[src/rtl/scan_chain_pkg.sv]
// Shared types and default geometry for the sensor-control scan chain
// and its upstream loader.
package scan_chain_pkg;

  typedef enum logic [2:0] {
    IDLE,
    LOW,
    HIGH,
    TAIL,
    LATCH
  } sc_state_e;

  localparam int SC_WIDTH = 4;
  localparam int SC_DIV   = 2;

endpackage

[src/rtl/sc_half_period_timer.sv]
// Counts DIV enabled cycles and flags the last one; wraps to zero on
// expiry so every scan-clock phase lasts exactly DIV cycles.
module sc_half_period_timer #(
  parameter int DIV = 2
) (
  input  logic CLK,
  input  logic RST,
  input  logic restart,
  input  logic enable,
  output logic expire
);

  localparam int CW = $clog2(DIV + 1);

  logic [CW-1:0] count;

  assign expire = enable & (count == CW'(DIV - 1));

  always_ff @(posedge CLK or posedge RST) begin
    if (RST) begin
      count <= '0;
    end else if (restart || expire) begin
      count <= '0;
    end else if (enable) begin
      count <= count + CW'(1);
    end
  end

endmodule

[src/rtl/scan_chain_loader.sv]
// Serialises a parallel configuration word onto the scan chain, MSB first,
// generating SC_CLK and finishing with a single SC_LATCH strobe.
module scan_chain_loader
  import scan_chain_pkg::*;
#(
  parameter int WIDTH = SC_WIDTH,
  parameter int DIV   = SC_DIV
) (
  input  logic             CLK,
  input  logic             RST,
  input  logic [WIDTH-1:0] CFG_DATA,
  input  logic             CFG_VALID,
  output logic             CFG_READY,
  output logic             SC_DIN,
  output logic             SC_CLK,
  output logic             SC_LATCH,
  output logic             BUSY,
  output logic             DONE
);

  localparam int BW = $clog2(WIDTH + 1);

  sc_state_e        state;
  sc_state_e        state_next;
  logic [WIDTH-1:0] shift_reg;
  logic [WIDTH-1:0] shift_next;
  logic [BW-1:0]    bit_cnt;
  logic             accept;
  logic             expire;
  logic             last_bit;

  assign CFG_READY  = (state == IDLE);
  assign BUSY       = ~CFG_READY;
  assign accept     = CFG_READY & CFG_VALID;
  assign last_bit   = (bit_cnt == BW'(WIDTH - 1));
  assign shift_next = shift_reg << 1;

  sc_half_period_timer #(
    .DIV(DIV)
  ) u_timer (
    .CLK    (CLK),
    .RST    (RST),
    .restart(accept),
    .enable (BUSY),
    .expire (expire)
  );

  always_ff @(posedge CLK or posedge RST) begin
    if (RST) begin
      state <= IDLE;
    end else begin
      state <= state_next;
    end
  end

  always_comb begin
    state_next = state;
    case (state)
      IDLE:    if (CFG_VALID) state_next = LOW;
      LOW:     if (expire) state_next = HIGH;
      HIGH:    if (expire) state_next = last_bit ? TAIL : LOW;
      TAIL:    if (expire) state_next = LATCH;
      LATCH:   if (expire) state_next = IDLE;
      default: state_next = IDLE;
    endcase
  end

  // Scan outputs are registered from the next state so they never glitch;
  // SC_DIN only moves on the HIGH->LOW transition, i.e. the SC_CLK fall.
  always_ff @(posedge CLK or posedge RST) begin
    if (RST) begin
      shift_reg <= '0;
      bit_cnt   <= '0;
      SC_DIN    <= 1'b0;
      SC_CLK    <= 1'b0;
      SC_LATCH  <= 1'b0;
      DONE      <= 1'b0;
    end else begin
      SC_CLK   <= (state_next == HIGH);
      SC_LATCH <= (state_next == LATCH);
      DONE     <= 1'b0;
      if (accept) begin
        shift_reg <= CFG_DATA;
        bit_cnt   <= '0;
        SC_DIN    <= CFG_DATA[WIDTH-1];
      end else if (state == HIGH && expire && !last_bit) begin
        shift_reg <= shift_next;
        bit_cnt   <= bit_cnt + BW'(1);
        SC_DIN    <= shift_next[WIDTH-1];
      end else if (state == LATCH && expire) begin
        SC_DIN <= 1'b0;
        DONE   <= 1'b1;
      end
    end
  end

endmodule

[config.mk]
export PLATFORM = sky130hd
export DESIGN_NAME = scan_chain_loader
export DESIGN_NICKNAME = d
export VERILOG_FILES = /design/src/rtl/scan_chain_pkg.sv /design/src/rtl/sc_half_period_timer.sv /design/src/rtl/scan_chain_loader.sv
export SDC_FILE = /design/constraint.sdc
export NUM_CORES = 1
export LEC_CHECK = 0
export ABC_AREA = 1
export ABC_CLOCK_PERIOD_IN_PS = 1400
export CAP_MARGIN = 40
export CORE_MARGIN = 3
export CORE_UTILIZATION = 35
export CTS_BUF_LIST = sky130_fd_sc_hd__clkbuf_4 sky130_fd_sc_hd__clkbuf_8
export DETAILED_ROUTE_END_ITERATION = 12
export GPL_TIMING_DRIVEN = 0
export PLACE_DENSITY = 0.64
export SYNTH_ARGS = -nofsm -noshare
export SYNTH_HDL_FRONTEND = slang
export SYNTH_SLANG_ARGS = --single-unit
[constraint.sdc]
create_clock -name CLK -period 1.4 [get_ports CLK]
set_input_delay 0.28 -clock CLK [delete_from_list [all_inputs] [get_ports CLK]]
set_output_delay 0.28 -clock CLK [all_outputs]
set_load 0.05 [all_outputs]
Word-level counts from Yosys, hierarchy flattened --
Index checks and enable logic that the tools add are counted.
Word-level totals: bits in registers 15, output and inout port bits 6, word-level logic and storage cells 49
Cells by class: add/subtract/negate cells 2, equality and inequality tests 9, muxes and demuxes 19, bitwise gates (word level) 3, reductions and logical operators 8
Operators by type and width (count):
- 3-bit 2-to-1 mux | 9
- 3-bit case mux with 5 select lines | 1
- 3-bit by 2-bit == test with 1-bit output (second input constant) | 4
- 3-bit == test (second input constant) | 2
- 1-bit 2-to-1 mux | 6
- 2-bit 2-to-1 mux | 3
- 3-bit by 1-bit adder with 3-bit output (second input constant) | 1
- 3-bit by 1-bit == test with 1-bit output (second input constant) | 1
- 1-bit logical AND | 3
- 3-bit logical NOT | 1
- 3-bit nonzero test | 1
- 2-bit by 1-bit adder with 2-bit output (second input constant) | 1
- 1-bit AND | 2
- 2-bit by 1-bit == test with 1-bit output (second input constant) | 1
- 2-bit by 1-bit != test with 1-bit output (second input constant) | 1
- 2-bit nonzero test | 1
- 1-bit logical NOT | 1
- 1-bit logical OR | 1
- 1-bit inverter | 1

Longest topological paths before layout --
depth after elaboration 7, mapped depth 9, mapped depth without buffers 8

Hierarchy --
Synthesis repeated with hierarchy kept, for this count alone.
Second synthesis, totals: cells, all modules 95, area, all modules 785.8 µm²
Modules (own cells, without submodules):
- scan_chain_loader | instances 1, cells each 77, area each 664.4 µm², sequential area each 325.3 µm²
- sc_half_period_timer | instances 1, cells each 18, area each 121.4 µm², sequential area each 50.0 µm²

Worst setup path before layout --
Ideal clock, no wire load.
path kind reg2reg, start register state[1], end register SC_CLK, data arrival time 1.272 ns, path slack 0.015 ns, stages on the path, launching flop included 9, cells stage by stage dfrtp_1 -> nor2_1 -> nand2_2 -> inv_4 -> nand2_8 -> nand2_2 -> nor2_2 -> nand2_1 -> inv_1
On the way: word-level cells in the longest chain between the ends 6
Ends and longest elaborated chain:
- from (decl) | RTL line scan_chain_loader.sv:23 | sc_state_e state;
- from (signal assigned) | RTL line scan_chain_loader.sv:52 | state <= state_next;
- 3-bit logical NOT (*) | RTL line scan_chain_loader.sv:32 | assign CFG_READY = (state == IDLE);
- 1-bit inverter (*) | RTL line scan_chain_loader.sv:33 | assign BUSY = ~CFG_READY;
- via BUSY | RTL line scan_chain_loader.sv:17 | output logic BUSY,
- 1-bit AND (*) | RTL line sc_half_period_timer.sv:17 | assign expire = enable & (count == CW'(DIV - 1));
- 3-bit 2-to-1 mux (on tied branches)
- 3-bit case mux with 5 select lines (*) | RTL line scan_chain_loader.sv:58 | case (state)
- 3-bit by 2-bit == test with 1-bit output (*) | RTL line scan_chain_loader.sv:79 | SC_CLK <= (state_next == HIGH);
- to (signal assigned) | RTL line scan_chain_loader.sv:79
- to (decl) | RTL line scan_chain_loader.sv:15 | output logic SC_CLK,
Mark *: on every way through the listed nets, which the timed path passes. The rest lies on a longest branch. A chain may end at the register's enable or synchronous reset.

Worst setup path after layout --
start register state[1], end output CFG_READY
On the way: word-level cells in the longest chain between the ends 1
Ends and longest elaborated chain:
- 3-bit logical NOT | RTL line scan_chain_loader.sv:32
- to (decl) | RTL line scan_chain_loader.sv:13 | output logic CFG_READY,
No other way between the ends.

==> metrics.sh <==
CTS_MADE_BUFFERS=3
AREA.GROWTH.SYNTH_TO_FINAL_PCT=29.56
FIN_WORST_HOLD_SLACK_NS=0.3455
HOLD_VIOL=0
CLKSINKCOUNT=15
PWR_DENSITY_CELL_nW_PER_UM2=2153
DETAILROUTE.VIA_COUNT=600
HOLD_PATH.CLASS='in -> async'
WORST_REG2REG_SETUP_SLACK_NS=0.11
NUMBER_OF_GLOBAL_ROUTE_VIAS_BEFORE_REPAIR=531
AVGSYNTHCELLAREA_UM2=8.758
WORST-SLEW-PIN-TRANSITION_NS=0.5653
CLK-INSERTION-DELAY-LATE_NS=0.28
TERMINUS_OF_THE_CRITICAL_FLOP_TO_FLOP_PATH='shift_reg[1]'
SYNTHESIS.INSTANCES=87
FINAL-SEQ-AREA_UM2=375.4
TIMING.CRITICAL_PATH.ARRIVAL_NS=1.09
ROUTE.DETAILED.WL_PER_INST_UM=9.659
POWER.IR.VDD_WORST_mV=1.018
CRITPATHCAPTURETYPE='output pin'
WORST_SETUP_HOLD_PATH_CLK_SLEW_NS=0.09
CTS_HTREE_LEVELS=1
OUTCOME='finished clean'
DRIVE_ABOVE_1_SHARE_PCT=30.56
PLACE_CONGESTION=0.7683
WORSTSETUPPATHTYPE='reg -> out'
FINALWORSTPATHREQUIREDPERIOD_NS=1.365
FMAX_MHz=732.3
CHIPWIDTH_UM=52.66
CLOCK-SKEW-FINAL_NS=0.003640
POWER_SPENT_CHARGING_AND_DISCHARGING_NETS_mW=0.9713
GRT_OVERFLOW=0
CTS_ROOT_BUF='sky130_fd_sc_hd__clkbuf_4'
FINALCOREUTILIZATION_PCT=49.31
DRV_SLEW=0
MULTIINPUTGATEAREA_UM2=324.1
ROUTE.ANTENNA.REMAINING_NETS=0
CRITICAL_PATH.REG2REG.STARTPOINT='bit_cnt[0]'
GRT_PASS1_WL_UM=2201
START_UTIL_PCT=38.06
FINAL_NET_COUNT=119
CORE_AREA_UM2=2002
PERIOD_SHARE_PCT=97.53
DRT_PASS1_ITERATIONS=4
MAXSLEWHEADROOM_PCT=62.27
DETAILEDROUTE.FIRSTITERATIONVIOLATIONS=7
WORST_EP_REQUIRED_TIME_NS=1.12
POWER_FRAC_SEQ_PCT=31.9
CTS.PATH.MAX_BUFFERS=2
DIE_AREA_UM2=2773
IO_PINS=13
SYNTH_SEQUENTIAL_AREA_RATIO_PCT=49.26
POWER_LEAKAGE_nW=0.5177
NETSWITCHINGFRACTION_PCT=45.69
PLACE.DETAILED.HPWL_UM=966.4
DRCVIOLATIONCOUNT=0
SETUP-VIOLATIONS-FINAL=0
FF2FF_PATH_DEPTH=7
SYNTHESIZED_FLOP_AND_LATCH_TOTAL=15
LAYOUT_COMMONEST_CELL='sky130_fd_sc_hd__nand2_1'
TIMING.CRITICAL_PATH.FROM='state[1]'
PORT_BUFFERS=12
SYNTHDISTINCTLIBCELLS=20
POWER.SHARE.COMBINATIONAL_PCT=55.7
INSERTEDDIODECOUNT=0
WORST-PATH-MAX-FANOUT=3
DIE_Y_UM=52.66
ROUTED_VIA_DENSITY=4.444
LAYOUT.FILLER_CELLS=202
TOTALPOWERFINAL_mW=2.126
POST_SYNTH_INSTANCE_AREA_UM2=762.0
SYNTH_FP_NETS=97
MOSTFREQUENTLAYOUTCELLS='16 x sky130_fd_sc_hd__nand2_1, 15 x sky130_fd_sc_hd__dfrtp_1, 12 x sky130_fd_sc_hd__inv_1, 10 x sky130_fd_sc_hd__nand3_1'
TIMING.CRITICAL_PATH.FROM_TYPE='register'
ANTENNA_FOUND_INITIAL=0
POWER.SHARE.CLOCK_PCT=12.3
FP-ROW-COUNT=16
GRT_MAX_DEGREE=16
WIRE_LENGTH_REPORTED_BY_THE_DETAILED_ROUTER_UM=1304
INTERNAL-POWER_mW=1.155
OVERALL_GLOBAL_ROUTING_USAGE_PCT=10.95
MAXCAPVIOLCOUNT=0
YS.WARNINGS.COUNT=0
RSZ0062_AT_GRT='yes'
CTS_TREE='yes'
-- worst max path at each step --
stage          cells past startpoint  slack [ns]         to
3_3_place_gp                       4       -0.43  CFG_READY
4_1_cts                            4       -0.02  CFG_READY
6_report                           4        0.03  CFG_READY
3_5_place_dp                       4       -0.44  CFG_READY
5_1_grt                            4       -0.03  CFG_READY
2_1_floorplan                      8        0.02     SC_CLK
-- per-layer routing --
| metal | track usage [%] | vias to the layer above | routed length (um) |
|---|---|---|---|
| met1 | 13.20 | 272 | 539 |
| met3 | 5.128 | 0 | 81 |
| met5 | 0 | - | 0 |
| met4 | 2.553 | 0 | 0 |
| li1 | - | 314 | - |
| met2 | 17.56 | 14 | 682 |
-- area by class of cell --
cell class | count | share of cell area [%]
sequential | 15 | 38.02
buffer | 1 | 1.141
tap | 27 | 3.422
multi-input combinational | 54 | 32.83
inverter | 17 | 6.717
timing repair buffer | 17 | 14.83
clock buffer | 4 | 3.042
-- power by group through the flow --
stage	combinational [mW]	sequential, mW	clock [mW]
6_report	1.19	0.679	0.262
5_1_grt	1.30	0.698	0.291
4_1_cts	1.18	0.666	0.273
3_5_place_dp	1.06	0.690	0
3_3_place_gp	1.04	0.683	0
2_1_floorplan	0.646	0.818	0
-- metrics by stage --
step | instance area (um2) | TNS [ns] | setup WS, ns | instances
final | 987.2 | 0 | 0.03453 | 135
after floorplan | 762.0 | 0 | 0.01514 | 87
after detailed placement | 915.9 | -0.7471 | -0.4440 | 126
after global placement | 915.9 | -0.7283 | -0.4301 | 126
after global routing | 987.2 | -0.05740 | -0.03051 | 135
after CTS | 987.2 | -0.03187 | -0.01711 | 135
-- logic make-up (layout without fill, tap and decap cells) --
family	count (synthesis)	count (layout)	synth area share [%]
flip-flops	15	15	49.26
buffers and inverters	18	39	10.18
AND/OR/NAND/NOR	46	46	32.35
AO/OA/AOI/OAI	5	5	3.284
adder cells (fa/ha/maj)	3	3	4.927
-- what timing repair did --
action | 4_1_cts | 5_1_grt
buffers inserted | 5 | 0
pin swaps | 2 | 2
endpoints found under the setup margin | 6 | 12
hold buffers | 0 | 0
gates resized for setup | 23 | 6
-- Yosys cell counts, drive strengths merged --
master  count  share of area (%)
nand2      20                 13
nand3      12                9.2
nor3        2                2.0
o21ai       4                2.6
nor2       10                6.6
ha          3                4.9
buf         1                1.5
nand4       2                1.6
a21oi       1               0.66
inv        17                8.7
dfrtp      15                 49
-- worst max-delay path, stage by stage (launching register included) --
cell	delay, ns
sky130_fd_sc_hd__dfrtp_1	0.40
sky130_fd_sc_hd__nor2_2	0.12
sky130_fd_sc_hd__nand2_2	0.09
sky130_fd_sc_hd__inv_4	0.07
sky130_fd_sc_hd__buf_8	0.13
Note: power is estimated with default switching activity, not from simulation.
